### config.mk
export PLATFORM = sky130hd
export DESIGN_NAME = linebuf_ctrl
export DESIGN_NICKNAME = d
export VERILOG_FILES = /design/src/rtl/linebuf_ctrl.sv
export SDC_FILE = /design/constraint.sdc
export NUM_CORES = 1
export LEC_CHECK = 0
export BUFFER_PORTS_ARGS = -buffer_cell sky130_fd_sc_hd__buf_2
export CORE_UTILIZATION = 50
export DETAILED_ROUTE_END_ITERATION = 12
export HOLD_SLACK_MARGIN = 0.12
export PLACE_DENSITY_LB_ADDON = 0.3
export SYNTH_ARGS = -nofsm -noshare
export SYNTH_HDL_FRONTEND = slang
export SYNTH_SLANG_ARGS = --single-unit
### constraint.sdc
create_clock -name clk -period 2.7 [get_ports clk]
set_input_delay 0.27 -clock clk [delete_from_list [all_inputs] [get_ports clk]]
set_output_delay 0.27 -clock clk [all_outputs]
set_load 0.05 [all_outputs]
### src/rtl/linebuf_ctrl.sv
// Line buffer sequencer: frame/line position tracking, line_end restart pulse and
// IDLE->FILL->RUN window-valid sequencing. Optional stats via LINEBUF_CTRL_STATS_EN.
module linebuf_ctrl #(
    parameter int SCREENWIDTH = 1600,
    parameter int LINE_END    = 2048,
    parameter int MAX_LINES   = 1024,
    parameter int BUF_DEPTH   = 3,
    parameter int CW          = $clog2(LINE_END),
    parameter int RW          = $clog2(MAX_LINES)
) (
    input  logic          clk,
    input  logic          rst,
    input  logic          dv_i,
    input  logic          vs_i,
    output logic          line_end_o,
    output logic [CW-1:0] col_o,
    output logic [RW-1:0] row_o,
    output logic          win_valid_o,
    output logic          run_o,
    output logic          ovf_o,
    output logic [CW-1:0] width_o,
    output logic [RW-1:0] height_o
);

    localparam logic [CW-1:0] COL_MAX   = CW'(SCREENWIDTH - 1);
    localparam logic [CW-1:0] WIN_COL   = CW'(BUF_DEPTH - 1);
    localparam logic [RW-1:0] ROW_MAX   = RW'(MAX_LINES - 1);
    localparam logic [RW-1:0] FILL_LAST = RW'(BUF_DEPTH - 2);

    typedef enum logic [1:0] {S_IDLE, S_FILL, S_RUN} state_t;

    state_t        r_state;
    logic          r_dv_q;
    logic          r_vs_q;
    logic          r_inline;   // at least one beat counted in the current line
    logic          w_fs;
    logic          w_le;
    logic          w_ovf_beat;
    logic [CW-1:0] w_pcol;

    assign w_fs       = ~r_vs_q & vs_i;
    // A line end only counts for a line whose beats were counted in this frame.
    assign w_le       = r_dv_q & ~dv_i & r_inline & (r_state != S_IDLE);
    assign w_ovf_beat = r_inline && (col_o == COL_MAX);
    assign w_pcol     = !r_inline ? '0 : (w_ovf_beat ? col_o : col_o + CW'(1));

    always_ff @(posedge clk or posedge rst) begin
        if (rst) begin
            r_state     <= S_IDLE;
            r_dv_q      <= 1'b0;
            r_vs_q      <= 1'b0;
            r_inline    <= 1'b0;
            line_end_o  <= 1'b0;
            col_o       <= '0;
            row_o       <= '0;
            win_valid_o <= 1'b0;
            run_o       <= 1'b0;
            ovf_o       <= 1'b0;
        end else begin
            r_dv_q      <= dv_i;
            r_vs_q      <= vs_i;
            line_end_o  <= w_fs | w_le;
            win_valid_o <= 1'b0;
            if (w_fs) begin
                row_o       <= '0;
                col_o       <= '0;
                ovf_o       <= 1'b0;
                r_inline    <= dv_i;
                r_state     <= (BUF_DEPTH == 1) ? S_RUN : S_FILL;
                run_o       <= (BUF_DEPTH == 1);
                win_valid_o <= (BUF_DEPTH == 1) && dv_i;
            end else if (r_state != S_IDLE) begin
                if (w_le) begin
                    col_o    <= '0;
                    r_inline <= 1'b0;
                    if (row_o != ROW_MAX)
                        row_o <= row_o + RW'(1);
                    if (r_state == S_FILL && row_o == FILL_LAST) begin
                        r_state <= S_RUN;
                        run_o   <= 1'b1;
                    end
                end else if (dv_i) begin
                    col_o       <= w_pcol;
                    r_inline    <= 1'b1;
                    if (w_ovf_beat)
                        ovf_o <= 1'b1;
                    win_valid_o <= (r_state == S_RUN) && !w_ovf_beat && (w_pcol >= WIN_COL);
                end
            end
        end
    end

`ifdef LINEBUF_CTRL_STATS_EN
    // col_o holds the saturated column of the last pixel when the line end is seen.
    always_ff @(posedge clk or posedge rst) begin
        if (rst) begin
            width_o  <= '0;
            height_o <= '0;
        end else if (w_fs) begin
            height_o <= row_o;
        end else if (w_le) begin
            width_o  <= col_o + CW'(1);
        end
    end
`else
    assign width_o  = '0;
    assign height_o = '0;
`endif

endmodule

; ---- After elaboration in Yosys (flattened, before gate mapping)
; Cells that the tools add are included.
[word_totals]
regBits = 30
output_inout_bits = 46
[classes]
n_addsub = 2
magnitude_cmp = 1
n_eq_ne = 6
n_mux = 31
bitwise = 7
reduce_logical = 17
[op_table]
columns = operator, count
row1 = 2-to-1 mux 11 bit, 6
row2 = 2-to-1 mux 10 bit, 4
row3 = 2-to-1 mux 1 bit, 17
row4 = nonzero test 2 bit, 7
row5 = "adder 11 x 1 -> 11 bit, second input constant", 1
row6 = "== test 11 bit, second input constant", 1
row7 = "greater-or-equal comparator 11 x 2 -> 1 bit, second input constant", 1
row8 = "adder 10 x 1 -> 10 bit, second input constant", 1
row9 = "== test 10 x 1 -> 1 bit, second input constant", 1
row10 = "!= test 10 bit, second input constant", 1
row11 = 2-to-1 mux 2 bit, 4
row12 = AND reduction 3 bit, 2
row13 = AND 1 bit, 4
row14 = logical AND 1 bit, 4
row15 = AND reduction 4 bit, 1
row16 = nonzero test 3 bit, 1
row17 = "== test 2 x 1 -> 1 bit, second input constant", 1
row18 = "== test 2 bit, second input constant", 1
row19 = "!= test 2 bit, second input constant", 1
row20 = inverter 1 bit, 2
row21 = AND reduction 2 bit, 1
row22 = zero test 1 bit, 1
row23 = bitwise OR 1 bit, 1

; ---- Depth between registers and ports, before layout
; Gate-level depths: netlist (run 1).
[depth]
depth_word = 10
depth_mapped = 7
ltp_nobuf = 6

; ---- Least setup slack after synthesis (run 1)
; OpenSTA, ideal clock, no wires.
[synth_timing]
path_kind = reg2reg
start = reg col_o[0]
end = reg win_valid_o
arrival_ps = 1986
required_ps = 2618
setup_slack_ps = 632
stages_incl_launch_ff = 7
path_buffers = 0
cell_sequence = dfrtp_1 -> ha_1 -> nand4_1 -> nor4b_4 -> o21ba_1 -> o41ai_1 -> a31oi_1
[synth_via]
elab_chain_len = 10
elab_cells_between_ends = 13
classes_between = add/sub: 1 / order compare: 1 / eq/ne: 1 / mux: 6 / reduce/logical: 4
[synth_rtl]
columns = element, line_no
row1 = "start, declared", 16  ; output logic [CW-1:0] col_o,
row2 = "start signal, assigned", 83  ; col_o <= w_pcol;
row3 = branches (longest 5 deep; another with adder 11 x 1 -> 11 bit), n/a
row4 = logical AND 1 bit *, 87  ; win_valid_o <= (r_state == S_RUN) && !w_ovf_beat && (w_pcol >= WIN_COL);
row5 = 2-to-1 mux 1 bit *, 82  ; end else if (dv_i) begin
row6 = 2-to-1 mux 1 bit *, 73  ; if (w_le) begin
row7 = 2-to-1 mux 1 bit *, 72  ; end else if (r_state != S_IDLE) begin
row8 = 2-to-1 mux 1 bit *, 64  ; if (w_fs) begin
row9 = "end signal, assigned", 71  ; win_valid_o <= (BUF_DEPTH == 1) && dv_i;
row10 = "end signal, assigned", 87
row11 = "end, declared", 18  ; output logic win_valid_o,
; Mark *: on every way between the ends.
; A chain may end at the register's enable or synchronous reset.

; ---- Final worst setup path (run 1)
[layout_timing]
start = in vs_i
end = reg row_o[7]
[layout_via]
elab_chain_len = 3
elab_cells_between_ends = 6
classes_between = mux: 1 / bitwise: 1 / reduce/logical: 4
[layout_rtl]
columns = element, line_no
row1 = "start, declared", 14  ; input logic vs_i,
row2 = AND 1 bit *, 41  ; assign w_fs = ~r_vs_q & vs_i;
row3 = nonzero test 2 bit (no line), n/a
row4 = AND reduction 3 bit (no line), n/a
row5 = "end signal, assigned", 77  ; row_o <= row_o + RW'(1);
row6 = "end, declared", 17  ; output logic [RW-1:0] row_o,
; Mark *: on every way between the ends. The rest lies on a longest branch, timed or not.

==> results of run 1 <==
power groups by stage:
| stage | logic (mW) | registers [mW] | clock network, mW |
|---|---|---|---|
| floorplan | 0.268 | 0.641 | 0 |
| global placement | 0.429 | 0.539 | 0 |
| detailed placement | 0.437 | 0.539 | 0 |
| CTS | 0.439 | 0.531 | 0.348 |
| global route | 0.472 | 0.541 | 0.367 |
| finish | 0.438 | 0.533 | 0.338 |
layout by cell type, fill, tap and decap left out, types with 4 or more instances in the layout:
cell type	netlist	routed
dfrtp_1	29	29
buf_2	2	28
conb_1	1	21
nand2_1	20	20
nor2_1	13	13
o21ai_0	9	9
inv_1	8	8
a21oi_1	8	8
nand3_1	6	6
xor2_1	5	5
clkbuf_8	0	5
nand4_1	4	4
o41ai_1	4	4
xnor2_1	4	4
and3_1	4	4
nor3_1	4	4
area by class of cell:
| cell class | count | area share |
|---|---|---|
| Clock buffer | 8 | 0.0389 |
| Inverter | 8 | 0.0146 |
| Multi-Input combinational cell | 156 | 0.477 |
| Sequential cell | 29 | 0.353 |
| Tap cell | 46 | 0.0280 |
| Timing Repair Buffer | 33 | 0.0888 |
flip-flops by register name, indices dropped and copies added (netlist names):
signal and count:
col_o 11, line_end_o 1, ovf_o 1, r_dv_q 1, r_inline 1, r_state 1, r_vs_q 1, row_o 10
run_o 1, win_valid_o 1
per-stage QoR:
stage	power, mW	instances
floorplan	0.909	224
global placement	0.968	270
detailed placement	0.976	270
CTS	1.32	280
global route	1.38	280
finish	1.31	280
how the worst max path moves through the flow:
| stage | startpoint | end | cells after the start |
|---|---|---|---|
| 6_report | vs_i | row_o[7]$_DFFE_PP0P_ | 7 |
| 5_1_grt | vs_i | row_o[9]$_DFFE_PP0P_ | 7 |
| 4_1_cts | vs_i | row_o[9]$_DFFE_PP0P_ | 7 |
| 3_5_place_dp | col_o[0]$_DFFE_PP0P_ | win_valid_o$_DFF_PP0_ | 6 |
| 3_3_place_gp | col_o[0]$_DFFE_PP0P_ | win_valid_o$_DFF_PP0_ | 6 |
| 2_1_floorplan | col_o[0]$_DFFE_PP0P_ | win_valid_o$_DFF_PP0_ | 6 |
worst max-delay path, stage by stage:
cell,delay (ns)
dlygate4sd3_1,0.52
buf_2,0.13
nand2b_1,0.32
nand3_1,0.27
o21ai_2,0.45
nor4_1,0.11
o21a_1,0.19
layer usage:
| metal | vias to the layer above | track usage | wire [um] |
|---|---|---|---|
| met5 | - | 0 | 0 |
| met4 | 0 | 0.0881 | 53 |
| met3 | 6 | 0.0562 | 224 |
| met2 | 55 | 0.362 | 1970 |
| met1 | 718 | 0.265 | 1700 |
| li1 | 762 | - | - |
kinds of logic after synthesis:
kind of cell | Yosys count | synth area share
buffers and inverters | 39 | 0.134
muxes | 1 | 0.00531
DFF | 29 | 0.385
other | 1 | 0.00199
AOI/OAI and AO/OA | 50 | 0.193
and+or+nand+nor | 72 | 0.219
adders and majority gates | 3 | 0.0199
xor gates and xnor gates | 9 | 0.0418
==> results list, run 1 <==
* RSZ-0062 raised after global routing: no
- The setup path with the least slack is of type input port to register.
- The number of antenna violations at the first check in global routing is 0.
* Sw power: about 540 uW
* Worst R2R Path Depth: 6
* Result of the run: finished clean
- The die is ~63 um tall.
- Along the worst path, the maximum fanout reaches 12.
- Final min period: 2.09 ns
* Cell area after synthesis: 1890 sq um
- Seq cells post-synth: 29
- The worst register-to-register path ends at win_valid_o$_DFF_PP0_.
- VDD sags by at most 0.576 mV.
- After layout, the worst setup slack is 0.611 ns.
- Clock latency on the worst-skew pair, taken at its later pin, is about 0.28 ns.
* Overall die width: 63.4 um
* Via count: approximately 1,500
- Gate Count Post-Synth: 204
- The path class of the tightest hold or removal check is input port to register.
* Die Outline Area: 4020 sq um
- Fill cells in the final layout number about 310.
- For this configuration, the core starts out at a cell density of 0.544.
* Final Max Tran Viols: 0
- Clock-pin slew was measured on the worst setup and hold paths at ~0.06 ns.
- Setup violations remaining at the end of the flow were counted as 0.
- Sw Ratio: 0.413
- Static timing analysis puts the maximum clock frequency at approximately 480 MHz.
* First-pass detailed-route iteration total: 4
* Final worst-path cycle share: 0.774
- Compared with the post-synthesis result, the final layout area differs by 9.16%.
- The startpoint identified for the worst register-to-register timing path is col_o[0]$_DFFE_PP0P_.
* Power per unit of standard cell area: 636 nW/um^2
* Core footprint: 3470 sq um
* Share of total power in combinational logic: 0.335
* Number of H-tree levels: 2
- Endpoint arrival time on the critical path: around 2.3 ns
- Worst Hold Margin: 0.188 ns
* Number of cells on the worst hold path: 1
- Number of warnings issued by yosys: 0
- Most common cell in the synthesized netlist: dfrtp_1
* Maximum number of pins on one net before global-route repair: 30
- Post_cts resized: 0
* Number of nets with antenna violations after detailed routing: 0
- Number of buffers on the longest clock path: 2
- TritonCTS built the clock tree.
- Buffers placed on the I/O ports in this run total 28.
- Of the total power, the clock network draws 0.258.
* Footprint of the multi-input gates: 982 sq um
* Post-Synthesis Mean Instance Area: ~9.2 sq um
- Total wire length after detailed routing: 3950 um
- Share of flip-flops with an asynchronous set or reset: 1.00
* Fraction of the yosys area taken by sequential cells: 0.385
* CP required: 2.87 ns
* Critical hold path startpoint: dv_i
* TNS Setup: 0 ns
* Share of the synthesized area in the top cell type: 0.385
- Summed over all layers, the global routing overflow is 0.
* Number of buffers added by the clock tree synthesis step: 5
- Placement Setup Slack: 0.770 ns
* Sequential power share: 0.407
- By area the synthesized netlist is led by dfrtp_1 38%, buf_4 9.2%, nand2_1 4.0%, nor2_1 2.6%, o21ai_0 2.4%.
* Overall routing resource usage: 0.217
* Maxcap violations: 0
* Estimated wirelength of the detail-placed design: 2800 um
* Global-route wire length before repair: roughly 6800 um
- CTS Root Buffer Type: clkbuf_8
- Summed over all cells, the static leakage comes to 0.976 nW.
* Drt via density: 5.50
- Final core occ: 0.593
- The net count of the finished layout is 240.
- After detailed routing, the number of remaining DRC violations is 0.
- Area leader, netlist: dfrtp_1
- By count the netlist is led by 29 x dfrtp_1, 23 x buf_4, 20 x nand2_1, 13 x nor2_1, 9 x o21ai_0.
- In this run, post-CTS hold repair placed 2 buffers.
- The clock arrives with roughly 0.0061 ns of skew.
- Row generation in the floorplan step produced 21 rows.
- Once placement finished, the instance area stood at 1960 sq um.
- Synthesis instantiated 55 different standard cells from the library.
- N_diodes: 0
- Routed wire per std cell: 14.1 um
- The final count of hold timing violations was 0.
- Count of flip-flops with a built-in enable after synthesis: 0
- Number of clock sinks: 29
- STA classifies the critical path endpoint as a register.
- In the final layout, flip-flops and latches occupy 726 sq um.
* Boundary pin count: 50
* Design internal power: 769 uW
* Gpl congestion: 0.895
- The detailed router finished its first iteration with 108 violations.
- For flop-to-flop paths, the worst setup slack is 0.76 ns.
- Once the clock tree was built, the setup fixing pass inserted 0 buffers.
* Share of final-layout standard cells stronger than drive strength 1: 0.192
- Terminating pin of the worst hold path: r_dv_q$_DFF_PP0_
* Via count of the first global-routing pass: ~1,500
- Primary FF master, synth: dfrtp_1
- Sort of element at the start of the critical path: input port
- Design Area, Final: between 2000 and 2500 sq um
Power figures use the tool's default switching activity.
==> run 2, diff against run 1 <==
CORE_UTILIZATION = 47   (was 50)
clock period = 1.87 ns   (was 2.7 ns; I/O delays follow)
==> run 2 against run 1 <==
Critical path depth unchanged. Via count increased by 4.8%. Routed wire length increased by 2.0%. Critical path type is now register to register. Highest routed layer unchanged.
==> results list, run 2 (same netlist as run 1, synthesis figures left out) <==
* Critical path capture point type: register (unchanged)
- The kind of path behind the tightest hold check was input port to register (unchanged).
- The number of nets in the layout was 249 (was 240).
- The starting density of the core came to 0.504 (was 0.544).
- CTS tree: built (unchanged)
- The post-route clock skew came to 0.00718 ns (was 0.00614 ns).
* Storage element area: 738 sq um (was 726 sq um)
- The maximum fanout count along the critical path came to 8 (was 12).
- Initial DRC count: 112 (was 108)
- Power per unit of standard cell area: 895 nW/um^2 (was 636 nW/um^2)
- Boundary pin count: 50 (unchanged)
* Wire length on met2: 1830 um (was 1970 um)
- The routed via count divided by cell count is 5.55 (was 5.50).
- RSZ-0062 raised after global routing: no (unchanged)
- Maximum number of pins on one net before global-route repair: 30 (unchanged)
- Die Outline Area: 4270 sq um (was 4020 sq um)
- The uppermost metal layer occupied by signal nets was met4 (unchanged).
* Height of the chip: 65.3 um (was 63.4 um)
- Result of the run: finished clean (unchanged)
- The worst voltage drop across the vdd grid came to 0.497 mV (was 0.576 mV).
* Skew-Pair Late Insertion Delay: 0.28 ns (about the same)
- Total wire length after detailed routing: 4030 um (was 3950 um)
- Site Rows: 22 (was 21)
* Number of buffers added by the clock tree synthesis step: 5 (unchanged)
* Overall die width: 65.3 um (was 63.4 um)
- Number of nets with antenna violations after detailed routing: 0 (unchanged)
- Number of input and output port buffers inserted: 28 (unchanged)
* Core footprint: 3740 sq um (was 3470 sq um)
* Routed wire per std cell: 13.8 um (was 14.1 um)
- Number of cells on the worst hold path: 3 (was 1)
- The diode insertion count for antenna repair was 0 (unchanged).
- Sort of element at the start of the critical path: register (was input port)
- The final core area utilization is 0.578 (was 0.593).
* Maxcap violations: 0 (unchanged)
- The routed design could run at a clock period as short as between 1.5 and 2 ns.
- Footprint of the multi-input gates: 997 sq um (was 982 sq um)
- The signed area change from the synthesized netlist to the final layout was 14.8% (was 9.16%).
- # setup viols final: 0 (unchanged)
- The number of clock sinks is 29 (unchanged).
- The via total after detailed routing was 1,615 (was 1,541).
* Final Max Tran Viols: 0 (unchanged)
- Top library cells by usage in the layout, fill and taps aside: 28 x buf_2, 21 x conb_1, 20 x nand2_1 (was 29 x dfrtp_1, 28 x buf_2, 21 x conb_1).
- The flip-flop count of the largest register after layout is 11 (unchanged).
* Register ranked first by flip-flop count: col_o (unchanged)
- The clock-pin slew on the worst setup and hold paths came to 0.07 ns (was 0.06 ns).
- The leftover overflow at the end of global routing is 0 (unchanged).
* Via count of the first global-routing pass: 1,466 (was 1,503)
- Design Area, Final: 2160 sq um (was 2060 sq um)
- Placed inst area: 2050 sq um (was 1960 sq um)
* Critical path class: register to register (was input port to register)
- DRC viols: 0 (unchanged)
- Filler cell count in the final layout: 356 (was 313)
* Number of buffers on the longest clock path: 2 (unchanged)
- The buffer cell driving the clock tree root is clkbuf_8 (unchanged).
* Initial antenna violation count: 0 (unchanged)
- Estimated wirelength of the detail-placed design: 2910 um (was 2800 um)
- The wire length of the first global-routing pass was 6910 um (was 6800 um).
- Number of hold violations in the final report: 0 (unchanged)
- Worst R2R Path Depth: 7 (was 6)
- The worst endpoint data arrival time came to 1.92 ns (was 2.26 ns).
- The ratio of cells with drive above 1 in the final layout was 0.280 (was 0.192).
- Derived from the worst setup path, the maximum achievable clock frequency is 571 MHz.
* CP required: 2.04 ns (was 2.87 ns)
* Final worst-path cycle share: 0.937
* Leakage power of the design: 1.01 nW (was 0.976 nW)
* Wl on met1: 1910 um (was 1700 um)
- The H-tree depth came to 2 (unchanged).
- The buffers inserted during post-CTS setup optimization was 0 (unchanged).
* Met3 WL post-DR: 223 um (was 224 um)
* First-pass detailed-route iteration total: 4 (unchanged)
- Registers with the highest flip-flop counts: col_o (11), row_o (10) (unchanged)
- The most common cell after layout, fill and taps aside is buf_2 (was dfrtp_1).
* Overall routing resource usage: 0.215 (was 0.217)
* Gpl congestion: 0.860 (was 0.895)
[run 2: worst paths after layout]
path,slack [ns],from,endpoint
worst max-delay path,0.12,col_o[0]$_DFFE_PP0P_,col_o[0]$_DFFE_PP0P_
worst min-delay path,0.22,dv_i,r_inline$_DFFE_PP0P_
worst max register to register,0.12,col_o[0]$_DFFE_PP0P_,col_o[0]$_DFFE_PP0P_
worst min register to register,0.54,row_o[1]$_DFFE_PP0P_,row_o[1]$_DFFE_PP0P_
max in group asynchronous,1.04,rst,col_o[4]$_DFFE_PP0P_
min in group asynchronous,0.53,rst,row_o[4]$_DFFE_PP0P_
[run 2: report_power, final]
group	switching (mW)	leakage, nW	total (mW)	internal [mW]
Sequential	0.0805	0.371	0.773	0.693
Clock	0.244	0.0439	0.500	0.256
Combinational	0.483	0.592	0.663	0.181
[run 2: area by class of cell]
| type | instances | area share |
|---|---|---|
| clock inverters | 3 | 0.00809 |
| well taps | 48 | 0.0277 |
| clock buffers | 5 | 0.0318 |
| repair buffers | 42 | 0.117 |
| flip-flops and latches | 29 | 0.341 |
| multi-input cells | 156 | 0.461 |
| inverters | 8 | 0.0139 |
[run 2: critical path, cell delays in order (launching register included)]
cell and delay [ns]:
dfrtp_2 0.44, ha_4 0.17, nand4_1 0.20, nor4b_4 0.36, buf_4 0.20, a211oi_1 0.05, a21oi_1 0.13, o31ai_1 0.07
[run 2: routing by layer]
| metal | vias up | global-route usage |
|---|---|---|
| met1 | 790 | 0.300 |
| li1 | 768 | - |
| met3 | 7 | 0.0486 |
| met2 | 50 | 0.317 |
| met4 | 0 | 0.0924 |
| met5 | - | 0 |
[run 2: stage by stage]
| stage | power (mW) | setup slack [ns] | TNS (ns) | std cells | hold WS (ns) |
|---|---|---|---|---|---|
| after floorplan | 1.33 | -0.00835 | -0.00835 | 224 | 0.218 |
| after detailed placement | 1.44 | 0.130 | 0 | 280 | 0.287 |
| after CTS | 1.96 | 0.0994 | 0 | 291 | 0.208 |
| final | 1.94 | 0.118 | 0 | 291 | 0.216 |
| after global placement | 1.43 | 0.201 | 0 | 280 | 0.276 |
| after global routing | 2.06 | 0.00886 | 0 | 291 | 0.226 |
[run 2: what timing repair did]
action	CTS	global route
endpoints found under the setup margin	0	1
resized for setup	0	1
hold buffers	3	0
hold endpoints to repair	31	0
==> run 3, diff against run 2 <==
GPL_TIMING_DRIVEN = 0   (was not set)
==> run 3 against run 2 <==
Die area unchanged. Worst hold slack worse by 0.031 ns. Final cell count up 8.2%. First-iteration DRC count up 60%. Total power up 5.4%. Worst setup slack worse by 0.046 ns. Register-to-register slack worse by 0.05 ns. Utilization up 5.4 points. Via count up 4.6%. Design area up 9.4%.
==> results list, run 3 (same netlist as run 1, synthesis figures left out) <==
- Result of the run: finished clean (unchanged)
* CTS Root Buffer Type: clkbuf_8 (unchanged)
- Site Rows: 22 (unchanged)
- The startpoint kind of the worst setup timing path is a register (unchanged).
- The core box area was 3740 sq um (unchanged).
- The number of non-filler instances in the completed layout was 315 (was 291).
* Critical path capture point type: register (unchanged)
- DRC viols: 0 (unchanged)
* Gpl congestion: 0.930 (was 0.860)
- The count of port buffers added during placement was 28 (unchanged).
- The flip-flop count of the largest register after layout is 11 (unchanged).
- Number of buffers added by the clock tree synthesis step: 5 (unchanged)
* Worst max-slew margin expressed relative to the limit: 0.261
* Clock-pin transition on the worst setup and hold timing paths: 0.06 ns (was 0.07 ns)
- The largest buffer count on any clock path was 2 (unchanged).
* First-pass detailed-route iteration total: 4 (unchanged)
* Estimated wirelength of the detail-placed design: 2970 um (was 2910 um)
- The diode insertion count for antenna repair is 0 (unchanged).
- Final worst-path cycle share: 0.962 (was 0.937)
* Layout overhead on the synthesized area: 25.6% (was 14.8%)
* Number of H-tree levels: 2 (unchanged)
- The number of cells after detailed placement was 300 (was 280).
- Initial Util: 0.504 (unchanged)
- The DRC marker count from the first detailed-route iteration was 179 (was 112).
- The wire length of the first global-routing pass came to 6820 um (was 6910 um).
- Min-delay worst type: input port to async pin (was input port to register)
* Met3 routing resource usage after global routing: 0.0521 (was 0.0486)
- The minimum period implied by the final worst setup slack is 1.80 ns (was 1.75 ns).
- The worst voltage drop across the vdd grid came to 0.616 mV (was 0.497 mV).
* CTS tree: built (unchanged)
- The number of antenna violations at the first check in global routing was 0 (unchanged).
- The boundary pin count was 50 (unchanged).
- The worst endpoint data arrival time came to 1.96 ns (was 1.92 ns).
* Critical path class: register to register (unchanged)
- CP required: 2.03 ns (was 2.04 ns)
* Via count: 1,690 (was 1,615)
* Overall die width: 65.3 um (unchanged)
* Leakage power of the design: 1.14 nW (was 1.01 nW)
- Power per unit of standard cell area: 862 nW/um^2 (was 895 nW/um^2)
- The clock insertion delay at the later pin of the skew report is 0.28 ns (about the same).
* Maximum clock frequency: 556 MHz (was 571 MHz)
* Total wire length after detailed routing: 4250 um (was 4030 um)
- RSZ-0062 raised after global routing: yes (was no).
* Overall power of the completed layout: 2.04 mW (was 1.94 mW)
* Sum of overflow across all layers after global routing: 0 (unchanged)
- Register ranked first by flip-flop count: col_o (unchanged)
- CP Max Fanout: 5 (was 8)
- The number of fill cells was 339 (was 356).
- The routed via count divided by cell count came to 5.37 (was 5.55).
* Share of final-layout standard cells stronger than drive strength 1: 0.356 (was 0.280)
- The post-route clock skew came to 0.00485 ns (was 0.00718 ns).
- At the pin with the least slew margin, the transition time is 1.11 ns.
* Die Outline Area: 4270 sq um (unchanged)
- Maxcap violations: 0 (unchanged)
* GR Util met2: 0.331 (was 0.317)
- The largest net degree at the start of global routing came to 30 (unchanged).
- Registers with the highest flip-flop counts: col_o (11), row_o (10) (unchanged).
* Nets@finish: 273 (was 249)
- Overall routing resource usage: 0.215 (about the same)
- Via count of the first global-routing pass: 1,464 (was 1,466)
- GR met1 Demand/Resource: 0.287 (was 0.300)
- The die span in y is 65.3 um (unchanged).
- The most crowded layer after global routing is met2 (unchanged).
* # setup viols final: 0 (unchanged)
* Top library cells by usage in the layout, fill and taps aside: 30 x buf_2, 28 x buf_4, 21 x conb_1 (was 28 x buf_2, 21 x conb_1, 20 x nand2_1)
- The remaining antenna violation count is 0 (unchanged).
- The number of clock sinks is 29 (unchanged).
* Commonest non-fill, non-tap cell in the layout: buf_2 (unchanged)
- The final count of hold timing violations was 0 (unchanged).
* Final Max Tran Viols: 0 (unchanged)
* Routed wire per std cell: 13.5 um (was 13.8 um)
==> run 3: cell count changes in the layout (fill, tap and decap cells not counted), sizes merged <==
| cell | change |
|---|---|
| buf | +21 |
| clkbuf | +7 |
| clkinv | -2 |
| clkinvlp | -1 |
| dlygate4sd3 | -1 |
==> run 3: worst paths after layout <==
path | start | to | slack (ns) | cells past startpoint
hold / removal | rst | col_o[0]$_DFFE_PP0P_ | 0.18 | 2
max in group asynchronous | rst | col_o[3]$_DFFE_PP0P_ | 0.95 | 2
setup / recovery | col_o[1]$_DFFE_PP0P_ | col_o[0]$_DFFE_PP0P_ | 0.07 | 7
min in group clk | dv_i | r_inline$_DFFE_PP0P_ | 0.21 | 3
hold reg to reg | ovf_o$_DFFE_PP0P_ | ovf_o$_DFFE_PP0P_ | 0.52 | 2
setup reg to reg | col_o[1]$_DFFE_PP0P_ | col_o[0]$_DFFE_PP0P_ | 0.07 | 7
==> run 3: metal layers <==
layer,vias to the layer above,routed length [um]
li1,825,-
met1,792,1880
met2,64,2000
met3,9,286
met4,0,82
met5,-,0
==> run 3: through the flow <==
| stage | utilization | TNS [ns] | hold WS, ns | worst slack (ns) | area, sq um |
|---|---|---|---|---|---|
| after floorplan | - | -0.00835 | 0.218 | -0.00835 | 1990 |
| after global routing | 0.633 | -0.0766 | 0.255 | -0.0433 | 2370 |
| after global placement | 0.584 | -0.173 | 0.320 | -0.173 | 2190 |
| after detailed placement | 0.584 | -0.263 | 0.328 | -0.185 | 2190 |
| after CTS | 0.617 | 0 | 0.209 | 0.0586 | 2310 |
| final | 0.633 | 0 | 0.185 | 0.0718 | 2370 |
==> run 3: final cells by class <==
cell class	instances	area [sq um]	area share
buffer	31	223	0.0940
clock buffer	8	90.1	0.0380
inverter	8	30.0	0.0127
multi-input combinational	156	1030	0.435
sequential	29	738	0.312
tap	48	60.1	0.0254
timing repair buffer	35	198	0.0835
==> run 3: repair_timing <==
action | CTS | global route
endpoints found under the hold margin | 2 | 0
hold buffers | 2 | 0
setup buffers | 2 | 3
pin swaps | 1 | 8
setup endpoints to repair | 3 | 8
resized for setup | 0 | 9
==> run 3: worst max-delay path, cell delays in order (launching register included) <==
cell      delay, ns
dfrtp_2        0.41
ha_4           0.17
nand4_1        0.20
nor4b_4        0.41
buf_4          0.21
a211oi_2       0.05
a21oi_2        0.14
o31ai_2        0.08
==> run 3: power breakdown <==
group / internal [mW] / leakage [nW] / total (mW) / switching (mW)
clock: 0.300 / 0.0455 / 0.531 / 0.232
sequential: 0.693 / 0.371 / 0.767 / 0.0740
combinational: 0.232 / 0.725 / 0.743 / 0.511
